$ cat config.mk
export PLATFORM = sky130hd
export DESIGN_NAME = uart_tx_drain
export DESIGN_NICKNAME = d
export VERILOG_FILES = /design/src/rtl/uart_pkg.sv /design/src/rtl/uart_baud_tick.sv /design/src/rtl/uart_tx_drain.sv
export SDC_FILE = /design/constraint.sdc
export NUM_CORES = 1
export LEC_CHECK = 0
export BUFFER_PORTS_ARGS = -buffer_cell sky130_fd_sc_hd__buf_2
export CAP_MARGIN = 40
export CORE_UTILIZATION = 50
export DETAILED_ROUTE_END_ITERATION = 7
export PLACE_DENSITY = 0.69
export SYNTH_ARGS = -nofsm -noshare
export SYNTH_HDL_FRONTEND = slang
export SYNTH_SLANG_ARGS = --single-unit
$ cat constraint.sdc
create_clock -name clk -period 2.7 [get_ports clk]
set_clock_uncertainty 0.1 [all_clocks]
set_input_delay 0.405 -clock clk [delete_from_list [all_inputs] [get_ports clk]]
set_output_delay 0.405 -clock clk [all_outputs]
set_load 0.01 [all_outputs]
$ cat src/rtl/uart_pkg.sv
// =============================================================================
//  Module      : uart_pkg
//  Description : Shared UART definitions: state encoding, data width and the
//                clocks-per-bit calculation used by both TX and RX paths.
//  Revision    : 1.0 - initial release
// =============================================================================
`default_nettype none

package uart_pkg;

    localparam int DATA_BITS = 8;

    localparam logic [2:0] IDLE   = 3'd0;
    localparam logic [2:0] START  = 3'd1;
    localparam logic [2:0] DATA   = 3'd2;
    localparam logic [2:0] STOP   = 3'd3;
    localparam logic [2:0] PARITY = 3'd4;

    typedef enum logic [2:0] {
        S_IDLE   = IDLE,
        S_START  = START,
        S_DATA   = DATA,
        S_STOP   = STOP,
        S_PARITY = PARITY
    } tx_state_e;

    // Integer division: any remainder becomes a small baud-rate error.
    function automatic int calc_div(input int clk_hz, input int baud);
        return clk_hz / baud;
    endfunction

endpackage

`default_nettype wire

$ cat src/rtl/uart_baud_tick.sv
// =============================================================================
//  Module      : uart_baud_tick
//  Description : Free-running 0..DIV-1 counter with synchronous clear; emits a
//                one-cycle tick on the terminal count.
//  Revision    : 1.0 - initial release
// =============================================================================
`default_nettype none

module uart_baud_tick #(
    parameter int DIV = 10
) (
    input  logic clk,
    input  logic rst,
    input  logic clr,
    output logic tick
);

    localparam int CW = (DIV > 1) ? $clog2(DIV) : 1;

    logic [CW-1:0] cnt_q;
    logic [CW-1:0] cnt_d;

    assign tick = (cnt_q == CW'(DIV - 1));

    always_comb begin
        cnt_d = cnt_q + CW'(1);
        if (clr || tick) begin
            cnt_d = '0;
        end
    end

    always_ff @(posedge clk or posedge rst) begin
        if (rst) begin
            cnt_q <= '0;
        end else begin
            cnt_q <= cnt_d;
        end
    end

endmodule

`default_nettype wire

$ cat src/rtl/uart_tx_drain.sv
// =============================================================================
//  Module      : uart_tx_drain
//  Description : Pops bytes from the TX FIFO whenever idle and serialises them
//                as 8N1 frames; define UART_TX_PARITY_EN for an even-parity bit.
//  Revision    : 1.0 - initial release
// =============================================================================
`default_nettype none

module uart_tx_drain
    import uart_pkg::*;
#(
    parameter int CLK_HZ = 100_000_000,
    parameter int BAUD   = 9600
) (
    input  logic       clk,
    input  logic       rst,
    input  logic       fifo_empty,
    input  logic [7:0] fifo_data,
    output logic       fifo_pop,
    output logic       tx,
    output logic       tx_busy,
    output logic       tx_done
);

    localparam int         DIV      = calc_div(CLK_HZ, BAUD);
    localparam logic [2:0] LAST_BIT = 3'(DATA_BITS - 1);

    tx_state_e            state_q;
    tx_state_e            state_d;
    logic [DATA_BITS-1:0] shift_q;
    logic [DATA_BITS-1:0] shift_d;
    logic [2:0]           bit_idx_q;
    logic [2:0]           bit_idx_d;
    logic                 tx_q;
    logic                 tx_d;
    logic                 done_q;
    logic                 done_d;
    logic                 tick;
    logic                 baud_clr;
`ifdef UART_TX_PARITY_EN
    logic                 par_q;
    logic                 par_d;
`endif

    // Held clear in IDLE and on every state change so each state gets a full DIV.
    assign baud_clr = (state_d != state_q) || (state_q == S_IDLE);

    uart_baud_tick #(
        .DIV (DIV)
    ) u_baud_tick (
        .clk  (clk),
        .rst  (rst),
        .clr  (baud_clr),
        .tick (tick)
    );

    always_comb begin
        state_d   = state_q;
        shift_d   = shift_q;
        bit_idx_d = bit_idx_q;
        done_d    = 1'b0;
        fifo_pop  = 1'b0;
`ifdef UART_TX_PARITY_EN
        par_d     = par_q;
`endif
        case (state_q)
            S_IDLE: begin
                if (!fifo_empty && !rst) begin
                    fifo_pop  = 1'b1;
                    shift_d   = fifo_data;
                    bit_idx_d = '0;
`ifdef UART_TX_PARITY_EN
                    par_d     = ^fifo_data;
`endif
                    state_d   = S_START;
                end
            end
            S_START: begin
                if (tick) begin
                    state_d = S_DATA;
                end
            end
            S_DATA: begin
                if (tick) begin
                    shift_d   = shift_q >> 1;
                    bit_idx_d = bit_idx_q + 3'd1;
                    if (bit_idx_q == LAST_BIT) begin
`ifdef UART_TX_PARITY_EN
                        state_d = S_PARITY;
`else
                        state_d = S_STOP;
`endif
                    end
                end
            end
`ifdef UART_TX_PARITY_EN
            S_PARITY: begin
                if (tick) begin
                    state_d = S_STOP;
                end
            end
`endif
            S_STOP: begin
                if (tick) begin
                    state_d = S_IDLE;
                    done_d  = 1'b1;
                end
            end
            default: begin
                state_d = S_IDLE;
            end
        endcase
    end

    // Line level follows the next state so tx is a clean register output.
    always_comb begin
        tx_d = 1'b1;
        case (state_d)
            S_START:  tx_d = 1'b0;
            S_DATA:   tx_d = shift_d[0];
`ifdef UART_TX_PARITY_EN
            S_PARITY: tx_d = par_d;
`endif
            default:  tx_d = 1'b1;
        endcase
    end

    always_ff @(posedge clk or posedge rst) begin
        if (rst) begin
            state_q   <= S_IDLE;
            shift_q   <= '0;
            bit_idx_q <= '0;
            tx_q      <= 1'b1;
            done_q    <= 1'b0;
`ifdef UART_TX_PARITY_EN
            par_q     <= 1'b0;
`endif
        end else begin
            state_q   <= state_d;
            shift_q   <= shift_d;
            bit_idx_q <= bit_idx_d;
            tx_q      <= tx_d;
            done_q    <= done_d;
`ifdef UART_TX_PARITY_EN
            par_q     <= par_d;
`endif
        end
    end

    assign tx      = tx_q;
    assign tx_done = done_q;
    assign tx_busy = (state_q != S_IDLE);

endmodule

`default_nettype wire
* Word level (Yosys, flattened, before mapping) *
Cells that the tools add are included.

storage, ports and cells
  output and inout bits = 4
  register bits after elaboration = 30

operators by class
  reductions and logical operators = 9
  $add $sub $neg = 2
  muxes and demuxes = 18
  equal/unequal tests = 10

operators by type and width
  operator                                        number
  two-way mux 3 bit                               7
  two-way mux 8 bit                               2
  case mux 8 bit (2 select lines)                 1
  adder 14 x 1 -> 14 bit (second input constant)  1
  == test 14 bit (second input constant)          1
  two-way mux 14 bit                              1
  case mux 3 bit (4 select lines)                 1
  == test 3 x 2 -> 1 bit (second input constant)  3
  == test 3 x 1 -> 1 bit (second input constant)  2
  case mux 3 bit (2 select lines)                 1
  two-way mux 1 bit                               4
  != test 2 x 1 -> 1 bit (second input constant)  2
  adder 3 x 1 -> 3 bit (second input constant)    1
  == test 3 bit (second input constant)           1
  zero test 3 bit                                 1
  != test 3 bit                                   1
  AND reduction 3 bit                             1
  nonzero test 3 bit                              1
  zero test 1 bit                                 2
  logical OR 1 bit                                2
  case mux 1 bit (2 select lines)                 1
  nonzero test 2 bit                              1
  logical AND 1 bit                               1

* Logic depth before layout (Yosys ltp) *
Gate-level depths: netlist of run 1.

  depth after elaboration = 8
  gate-level depth with buffers = 7
  mapped depth without buffers = 5

* Cells and area by module *
Synthesis of run 1 repeated with hierarchy kept, for this count alone.

unflattened totals
  cell total of the unflattened synthesis = 140
  area, all modules = 1534.0 um^2

by module, submodules not included
  module          times used  area an instance (um^2)  cells an instance
  uart_tx_drain   1           800.8                    69
  uart_baud_tick  1           733.2                    71

* Worst setup path before layout of run 1 *
Ideal clock, no wire load.

  path type = register -> register
  start point = register u_baud_tick.cnt_q[4]
  end point = register state_q[1]
  library setup time = 0.078 ns
  required time = 2.522 ns
  setup slack = 0.522 ns
  path buffers = 1
  arrival = 2.000 ns
  cell stages (with the launch flop) = 6
  clock period less this slack = 2.178 ns
  cell sequence = dfrtp_1 -> or4_4 -> or4_4 -> buf_6 -> or3_1 -> a21oi_1

between the ends
  cells in the longest elaborated chain, start to end = 3
  elaborated cells between the ends (all ways) = 5

ends and longest elaborated chain
  what                                         RTL line                                                        source
  start: declaration                           uart_baud_tick.sv:20                                            logic [CW-1:0] cnt_q;
  start signal: assignment                     uart_baud_tick.sv:36                                            cnt_q <= cnt_d;
  == test 14 bit (*)                           uart_baud_tick.sv:23                                            assign tick = (cnt_q == CW'(DIV - 1));
  two-way mux 3 bit, on equally long branches  uart_tx_drain.sv:104, uart_tx_drain.sv:79, uart_tx_drain.sv:84
  case mux 3 bit (4 select lines) (*)          uart_tx_drain.sv:66                                             case (state_q)
  named net state_d[1]                         uart_tx_drain.sv:29                                             tx_state_e state_d;
  end signal: assignment                       uart_tx_drain.sv:139                                            state_q <= state_d;
  end: declaration                             uart_tx_drain.sv:28                                             tx_state_e state_q;

The timed path passes the listed nets; every way through them passes the cells marked *.
A chain may end at the register's enable or synchronous reset.

* Final worst setup path of run 1 *
  start point = register u_baud_tick.cnt_q[4]
  end point = register u_baud_tick.cnt_q[13]

between the ends
  cells in the longest elaborated chain, start to end = 7
  elaborated cells between the ends (all ways) = 10

ends and longest elaborated chain
  what                                         RTL line                                                        source
  == test 14 bit                               uart_baud_tick.sv:23
  two-way mux 3 bit, on equally long branches  uart_tx_drain.sv:104, uart_tx_drain.sv:79, uart_tx_drain.sv:84
  case mux 3 bit (4 select lines)              uart_tx_drain.sv:66
  != test 3 bit                                uart_tx_drain.sv:46                                             assign baud_clr = (state_d != state_q) || (state_q == S_IDLE);
  logical OR 1 bit                             uart_tx_drain.sv:46
  logical OR 1 bit                             uart_baud_tick.sv:27                                            if (clr || tick) begin
  two-way mux 14 bit (*)                       uart_baud_tick.sv:27
  named net u_baud_tick.cnt_d[13]              uart_baud_tick.sv:21                                            logic [CW-1:0] cnt_d;

Marked as above.

==> qor.csv, run 1 <==
stage;metric;value;unit
cts;Clk pin slew, worst setup/hold paths;100;ps
worst_setup_path;critical path startpoint;u_baud_tick.cnt_q[4]$_DFF_PP0_;
synthesis;Post-synth top flop;dfrtp_1;
worst_setup_path;FF-to-FF End;u_baud_tick.cnt_q[13]$_DFF_PP0_;
worst_setup_path;crit path launch type;flip-flop;
die;Core Footprint;2810;um^2
cts;Clock Tree Buf Depth;2;
detailed_routing;via density per instance;5.65;
detailed_routing;WL per Instance;13.5;um
synthesis;Synth Area per Inst;10.4;um^2
cells_and_area;Filler cells;258;
grt;layer with the highest usage;met2;
cts;htree depth;2;
timing;Final Setup Violations;0;
die;width of the die;57.1;um
worst_setup_path;Critical R2R Launch;u_baud_tick.cnt_q[4]$_DFF_PP0_;
synthesis;asr flop ratio synth;100;%
cts;Worst-Skew Late Latency;340;ps
synthesis;top cell type's share of synthesized area;47.9;%
timing;setup TNS;0;ps
synthesis;Adder-Cell Fraction of Synth Area;2.48;%
job;number of max-cap violations;0;
synthesis;sequential fraction of the synthesis area;49.6;%
cells_and_area;layout cells sized above 1;19.3;%
worst_hold_path;HP Class;in2reg;
power;Power Dens Cells;490;nW/um^2
timing;Highest Clock Rate;440;MHz
placed_design;PortBufs;14;
cells_and_area;commonest non-fill, non-tap cell in the layout;dfrtp_1;
detailed_routing;Pre-antenna DRT Iters;6;
detailed_routing;DRC viols;2;
grt;M1 GR Usage;25.8;%
worst_setup_path;Worst EP required;2790;ps
cells_and_area;# diodes;0;
worst_hold_path;WHS Endpoint;shift_q[7]$_DFFE_PP0P_;
timing;RSZ-0062 raised after global routing;no;
grt;pin count of the biggest net entering global routing;21;
cts;CTS Buf Count;5;
timing;final hold slack;175;ps
die;initial core utilization;54.1;%
worst_setup_path;nature of the critical path endpoint;flip-flop;
cts;clock root buffer;clkbuf_4;
worst_setup_path;Critical Path AT;2360;ps
die;I/O pin count;15;
synthesis;area leader, netlist;dfrtp_1;
synthesis;Synth Area in XOR/XNOR;4.62;%
synthesis;Synth Register Bits;30;
power;Leakage;0.000782;uW
cells_and_area;post-layout util;59.8;%
synthesis;post-synthesis mux area share;3.38;%
grt;grt total ovfl;0;
die;FP Rows;19;
synthesis;synth warn;0;
synthesis;most area-consuming cells after synthesis;dfrtp_1, a22o_1, a21o_1, nor2_1, mux2i_1;
status;failing checks;DRC;
timing;period utilization;84.1;%
worst_setup_path;cell breakdown of the critical path;or4_4 > or4_4 > nand2_1 > a21oi_1;
grt;vias in the first global route;1049;
synthesis;synthesized net count;160;
placed_design;Placer Congestion;0.779;
detailed_routing;remaining antenna violation count after routing;0;
grt;Overall Global Routing Usage;19.3;%
detailed_routing;WL final;2670;um
grt;initial antenna violation count;0;
worst_hold_path;WHS Path Cells;3;
synthesis;Distinct cells, synth;37;
power;Overall Power;822;uW
synthesis;post-synthesis simple-gate area fraction;21.6;%
grt;first-pass GRT wire length;4750;um
synthesis;EDFF count, synth;0;
placed_design;Final HPWL DP;1880;um
timing;Pins Over Slew Limit;0;
cells_and_area;commonest non-fill, non-tap cells in the layout;dfrtp_1, buf_2, nor2_1;
worst_setup_path;slowest stage cell on the critical path;or4_4;
cells_and_area;final net count;179;
synthesis;Cells after Synth;146;
grt;grt met2 use;29.1;%
timing;Final Critical Period;2270;ps
die;die area;3260;um^2
timing;Worst-Margin Slew;664;ps
timing;final hold violation count;0;
worst_setup_path;WS Path Type;reg2reg;
placed_design;Cell Area, Placed;1620;um^2
detailed_routing;initial drt markers;54;
worst_setup_path;Register-to-Register Setup Slack;430;ps
cells_and_area;fin area;1680;um^2
worst_hold_path;Hold Startpoint;fifo_data[7];
grt;met3 GRT Util;6.12;%
worst_setup_path;slowest stage delay, CP;570;ps
cts;TritonCTS sink count;30;
power;maximum vdd drop;0.412;mV
synthesis;compound-gate portion of the synthesized area;14.0;%
synthesis;combinational family with the most area after synthesis;simple AND/OR/NAND/NOR gates;
worst_setup_path;critical path fanouts, max;13;
worst_setup_path;Crit path top cell by count;or4_4;
detailed_routing;via count;1114;
cells_and_area;area grow syn2layout;10.6;%
synthesis;synthesized area;1520;um^2
die;Die H;57.1;um
timing;Rel. slew slack;55.3;%
cts;CTS tree;built;
status;status;complete, but fails checks;
worst_setup_path;Worst Reg-to-Reg Cells;4;
[metrics by stage]
| stage | setup slack [ps] | instances |
|---|---|---|
| after CTS | 416 | 197 |
| after floorplan | 522 | 146 |
| after global routing | 313 | 197 |
| after detailed placement | 452 | 188 |
| after global placement | 497 | 188 |
| final | 430 | 197 |
[how the worst max path moves through the flow]
| stage | endpoint | slack [ps] |
|---|---|---|
| after floorplan | state_q[1]$_DFF_PP0_ | 520 |
| after global placement | u_baud_tick.cnt_q[6]$_DFF_PP0_ | 500 |
| after detailed placement | u_baud_tick.cnt_q[7]$_DFF_PP0_ | 450 |
| after CTS | u_baud_tick.cnt_q[7]$_DFF_PP0_ | 420 |
| after global routing | u_baud_tick.cnt_q[13]$_DFF_PP0_ | 310 |
| final | u_baud_tick.cnt_q[13]$_DFF_PP0_ | 430 |
[state kept, by name, indices dropped and copies added (netlist names)]
| name | flops |
|---|---|
| u_baud_tick.cnt_q | 14 |
| shift_q | 8 |
| bit_idx_q | 3 |
| state_q | 3 |
| tx | 1 |
| tx_done | 1 |
[what timing repair did]
action                                 CTS  global route
setup buffers                            0             0
hold buffers                             1             0
endpoints found under the hold margin   10             0
resized for setup                        0             0
[area by class of cell]
type	count	area, um^2	area share, %
flip-flops and latches	30	752	44.8
multi-input cells	102	703	41.9
repair buffers	18	103	6.11
clock buffers	6	41.3	2.46
well taps	31	38.8	2.31
inverters	8	30.0	1.79
clock inverters	2	10.0	0.597
[worst max-delay path, delay by kind of cell (launching register included)]
kind             cells  cell delay (ps)
flip-flops           1              440
AND/OR/NAND/NOR      3             1490
AO/OA/AOI/OAI        1               90
[synth_stat cells, drive strengths merged, types with 5 or more instances]
cell	n
a21oi	7
nor2	13
nand3	5
or3	5
a22o	7
a21o	8
dfrtp	29
o21ai	5
nand2	8
inv	8
[cell families after synthesis]
| group | after synthesis |
|---|---|
| DFF | 30 |
| and+or+nand+nor | 54 |
| AOI/OAI and AO/OA | 31 |
| buffers and inverters | 14 |
| adders and majority gates | 3 |
| xor gates and xnor gates | 8 |
| other | 1 |
| muxes | 5 |
[power breakdown]
group | internal (uW) | total [uW] | leakage, uW | switching (uW)
combinational | 34.7 | 69.7 | 0.000350 | 34.9
clock | 98.9 | 254 | 0.0000320 | 155
sequential | 478 | 499 | 0.000400 | 20.3
[per-layer routing]
metal | routed length, um | vias up | share of wire, %
met5 | 0 | - | 0
met4 | 57 | 0 | 2.1
met3 | 105 | 6 | 3.9
met2 | 1220 | 16 | 46
met1 | 1290 | 533 | 48
li1 | - | 559 | -
No activity file was read; power rests on OpenSTA's default activity.
==> run 2: changes to the inputs <==
Settings changed: PLACE_DENSITY 0.69 to 0.72.
Clock period 2.7 ns to 1.99 ns, I/O delays scaled along.
==> run 2 against run 1 <==
  * Routed wire length up 26%
  * Via count is 14% higher
  * The flow finishes with violations (DRC, setup timing)
  * Sequential cell count did not move
  * Power increased by 43%
  * Sequential power rose by 35%
  * Core utilization is 9.1 points higher
  * First-iteration DRC count increased by 28%
==> qor.csv, run 2 (synthesis results as in run 1) <==
stage;metric;value;unit;change
job;number of max-cap violations;0;;unchanged
detailed_routing;via density per instance;5.80;;+2.5%
timing;final worst slack;-91.7;ps;-521 ps
placed_design;Cell Area, Placed;1740;um^2;+7.9%
power;Leakage;0.000928;uW;+19%
die;width of the die;57.1;um;unchanged
cts;CTS tree;built;;
timing;final hold violation count;0;;unchanged
cts;TritonCTS sink count;30;;unchanged
placed_design;PortBufs;14;;unchanged
detailed_routing;WL final;3360;um;+26%
cells_and_area;multi-input logic area;761;um^2;+8.2%
grt;vias in the first global route;1177;;+12%
cells_and_area;layout cells sized above 1;32.3;%;+13 points
timing;Pins Over Slew Limit;0;;unchanged
timing;Final Critical Period;2080;ps;-189 ps
timing;RSZ-0062 raised after global routing;yes;;
cts;Worst-Skew Late Latency;330;ps;about the same
grt;Overall Global Routing Usage;22.0;%;+2.7 points
detailed_routing;initial drt markers;69;;+28%
worst_setup_path;Worst Reg-to-Reg Cells;4;;unchanged
cts;CTS Buf Count;5;;unchanged
detailed_routing;Pre-antenna DRT Iters;6;;unchanged
die;I/O pin count;15;;unchanged
grt;pin count of the biggest net entering global routing;25;;+19%
timing;period utilization;105;%;+21 points
cells_and_area;commonest non-fill, non-tap cell in the layout;dfrtp_1;;
worst_setup_path;Critical Path AT;2240;ps;-120 ps
timing;final hold slack;73.7;ps;-101 ps
cts;htree depth;2;;unchanged
worst_setup_path;FF-to-FF End;state_q[1]$_DFF_PP0_;;
worst_setup_path;Worst EP required;2150;ps;-640 ps
cells_and_area;Top Registers;u_baud_tick.cnt_q x14, shift_q x8;;
placed_design;Placer Congestion;0.785;;+0.76%
detailed_routing;via count;1275;;+14%
cells_and_area;Largest Register;u_baud_tick.cnt_q;;
timing;Highest Clock Rate;480;MHz;+9.1%
cts;Clock Tree Buf Depth;2;;unchanged
worst_setup_path;Register-to-Register Setup Slack;-90;ps;-520 ps
worst_setup_path;nature of the critical path endpoint;flip-flop;;
placed_design;Final HPWL DP;2110;um;+13%
die;Core Footprint;2810;um^2;unchanged
power;Power Dens Cells;610;nW/um^2;+24%
grt;first-pass GRT wire length;5420;um;+14%
cells_and_area;fin area;1930;um^2;+15%
detailed_routing;remaining antenna violation count after routing;0;;unchanged
die;Die H;57.1;um;unchanged
worst_setup_path;critical path startpoint;u_baud_tick.cnt_q[6]$_DFF_PP0_;;
cells_and_area;flip-flop and latch area;752;um^2;unchanged
worst_setup_path;crit path launch type;flip-flop;;
die;FP Rows;19;;unchanged
timing;Final Setup Violations;18;;+18
worst_hold_path;WHS Path Cells;3;;unchanged
grt;grt total ovfl;0;;unchanged
detailed_routing;WL per Instance;15.3;um;+13%
die;initial core utilization;54.1;%;unchanged
worst_setup_path;Worst Setup EP;state_q[1]$_DFF_PP0_;;
cells_and_area;final net count;202;;+13%
cells_and_area;# diodes;0;;unchanged
worst_setup_path;WS Path Type;reg2reg;;
status;failing checks;DRC, setup timing;;
cells_and_area;Filler cells;206;;-20%
worst_setup_path;Critical R2R Launch;u_baud_tick.cnt_q[6]$_DFF_PP0_;;
cells_and_area;commonest non-fill, non-tap cells in the layout;dfrtp_1, buf_4, buf_2, nor2_1;;
timing;Rel. slew slack;60.4;%;+5.1 points
worst_hold_path;HP Class;in2reg;;
power;maximum vdd drop;0.450;mV;+9.2%
die;die area;3260;um^2;unchanged
cts;clock root buffer;clkbuf_4;;
cts;Clk pin slew, worst setup/hold paths;100;ps;about the same
grt;initial antenna violation count;0;;unchanged
cells_and_area;area grow syn2layout;27.4;%;
worst_setup_path;critical path fanouts, max;6;;-7
timing;Worst-Margin Slew;588;ps;-76.1 ps
status;status;complete, but fails checks;;
detailed_routing;DRC viols;4;;+2
cells_and_area;Largest register FFs;14;;unchanged
-- run 2: cell type report --
class                           instances  area share [%]
Multi-Input combinational cell        102            39.4
Tap cell                               31            2.01
Sequential cell                        30            38.9
Timing Repair Buffer                   41            15.0
Inverter                                8            1.55
Clock inverter                          1           0.259
Clock buffer                            7            2.85
-- run 2: worst min-delay path by stage --
stage | end | from | slack [ps]
after CTS | shift_q[7]$_DFFE_PP0P_ | fifo_data[7] | 70
after global routing | shift_q[7]$_DFFE_PP0P_ | fifo_data[7] | 100
after global placement | shift_q[5]$_DFFE_PP0P_ | rst | 150
after detailed placement | shift_q[5]$_DFFE_PP0P_ | rst | 170
final | shift_q[7]$_DFFE_PP0P_ | fifo_data[7] | 70
after floorplan | bit_idx_q[0]$_DFFE_PP0P_ | rst | 290
-- run 2: routing by layer --
metal	global-route usage [%]	up-vias	routed length (um)
li1	-	604	-
met1	30.4	625	1430
met2	33.1	37	1700
met3	4.54	9	148
met4	11.1	0	78
met5	0	-	0
-- run 2: worst max-delay path: stages (launching register included) --
cell and delay, ps:
dfrtp_1 380, or4_4 530, or4_4 550, or3_1 330
a21oi_1 130
-- run 2: what timing repair did --
| item | 4_1_cts | 5_1_grt |
|---|---|---|
| resized for setup | 4 | 9 |
| pin swaps | 2 | 4 |
| buffers inserted | 3 | 7 |
| setup endpoints to repair | 20 | 22 |
| hold buffers | 1 | 0 |
| endpoints found under the hold margin | 6 | 0 |
-- run 2: report_power, final --
part | switching [uW] | internal, uW
Combinational | 64.9 | 60.5
Sequential | 25.1 | 649
Clock | 208 | 171
Total | 297 | 881
-- run 2: through the flow --
stage | total power (uW) | setup TNS (ps) | setup slack (ps) | utilization, % | instances
final | 1180 | -700 | -91.7 | 68.9 | 220
after global routing | 1230 | -2080 | -157 | 68.9 | 220
after CTS | 1180 | -397 | -84.7 | 66.3 | 214
after detailed placement | 797 | -416 | -107 | 62.2 | 202
after global placement | 789 | -246 | -71.0 | 62.2 | 202
after floorplan | 753 | -1290 | -159 | - | 146
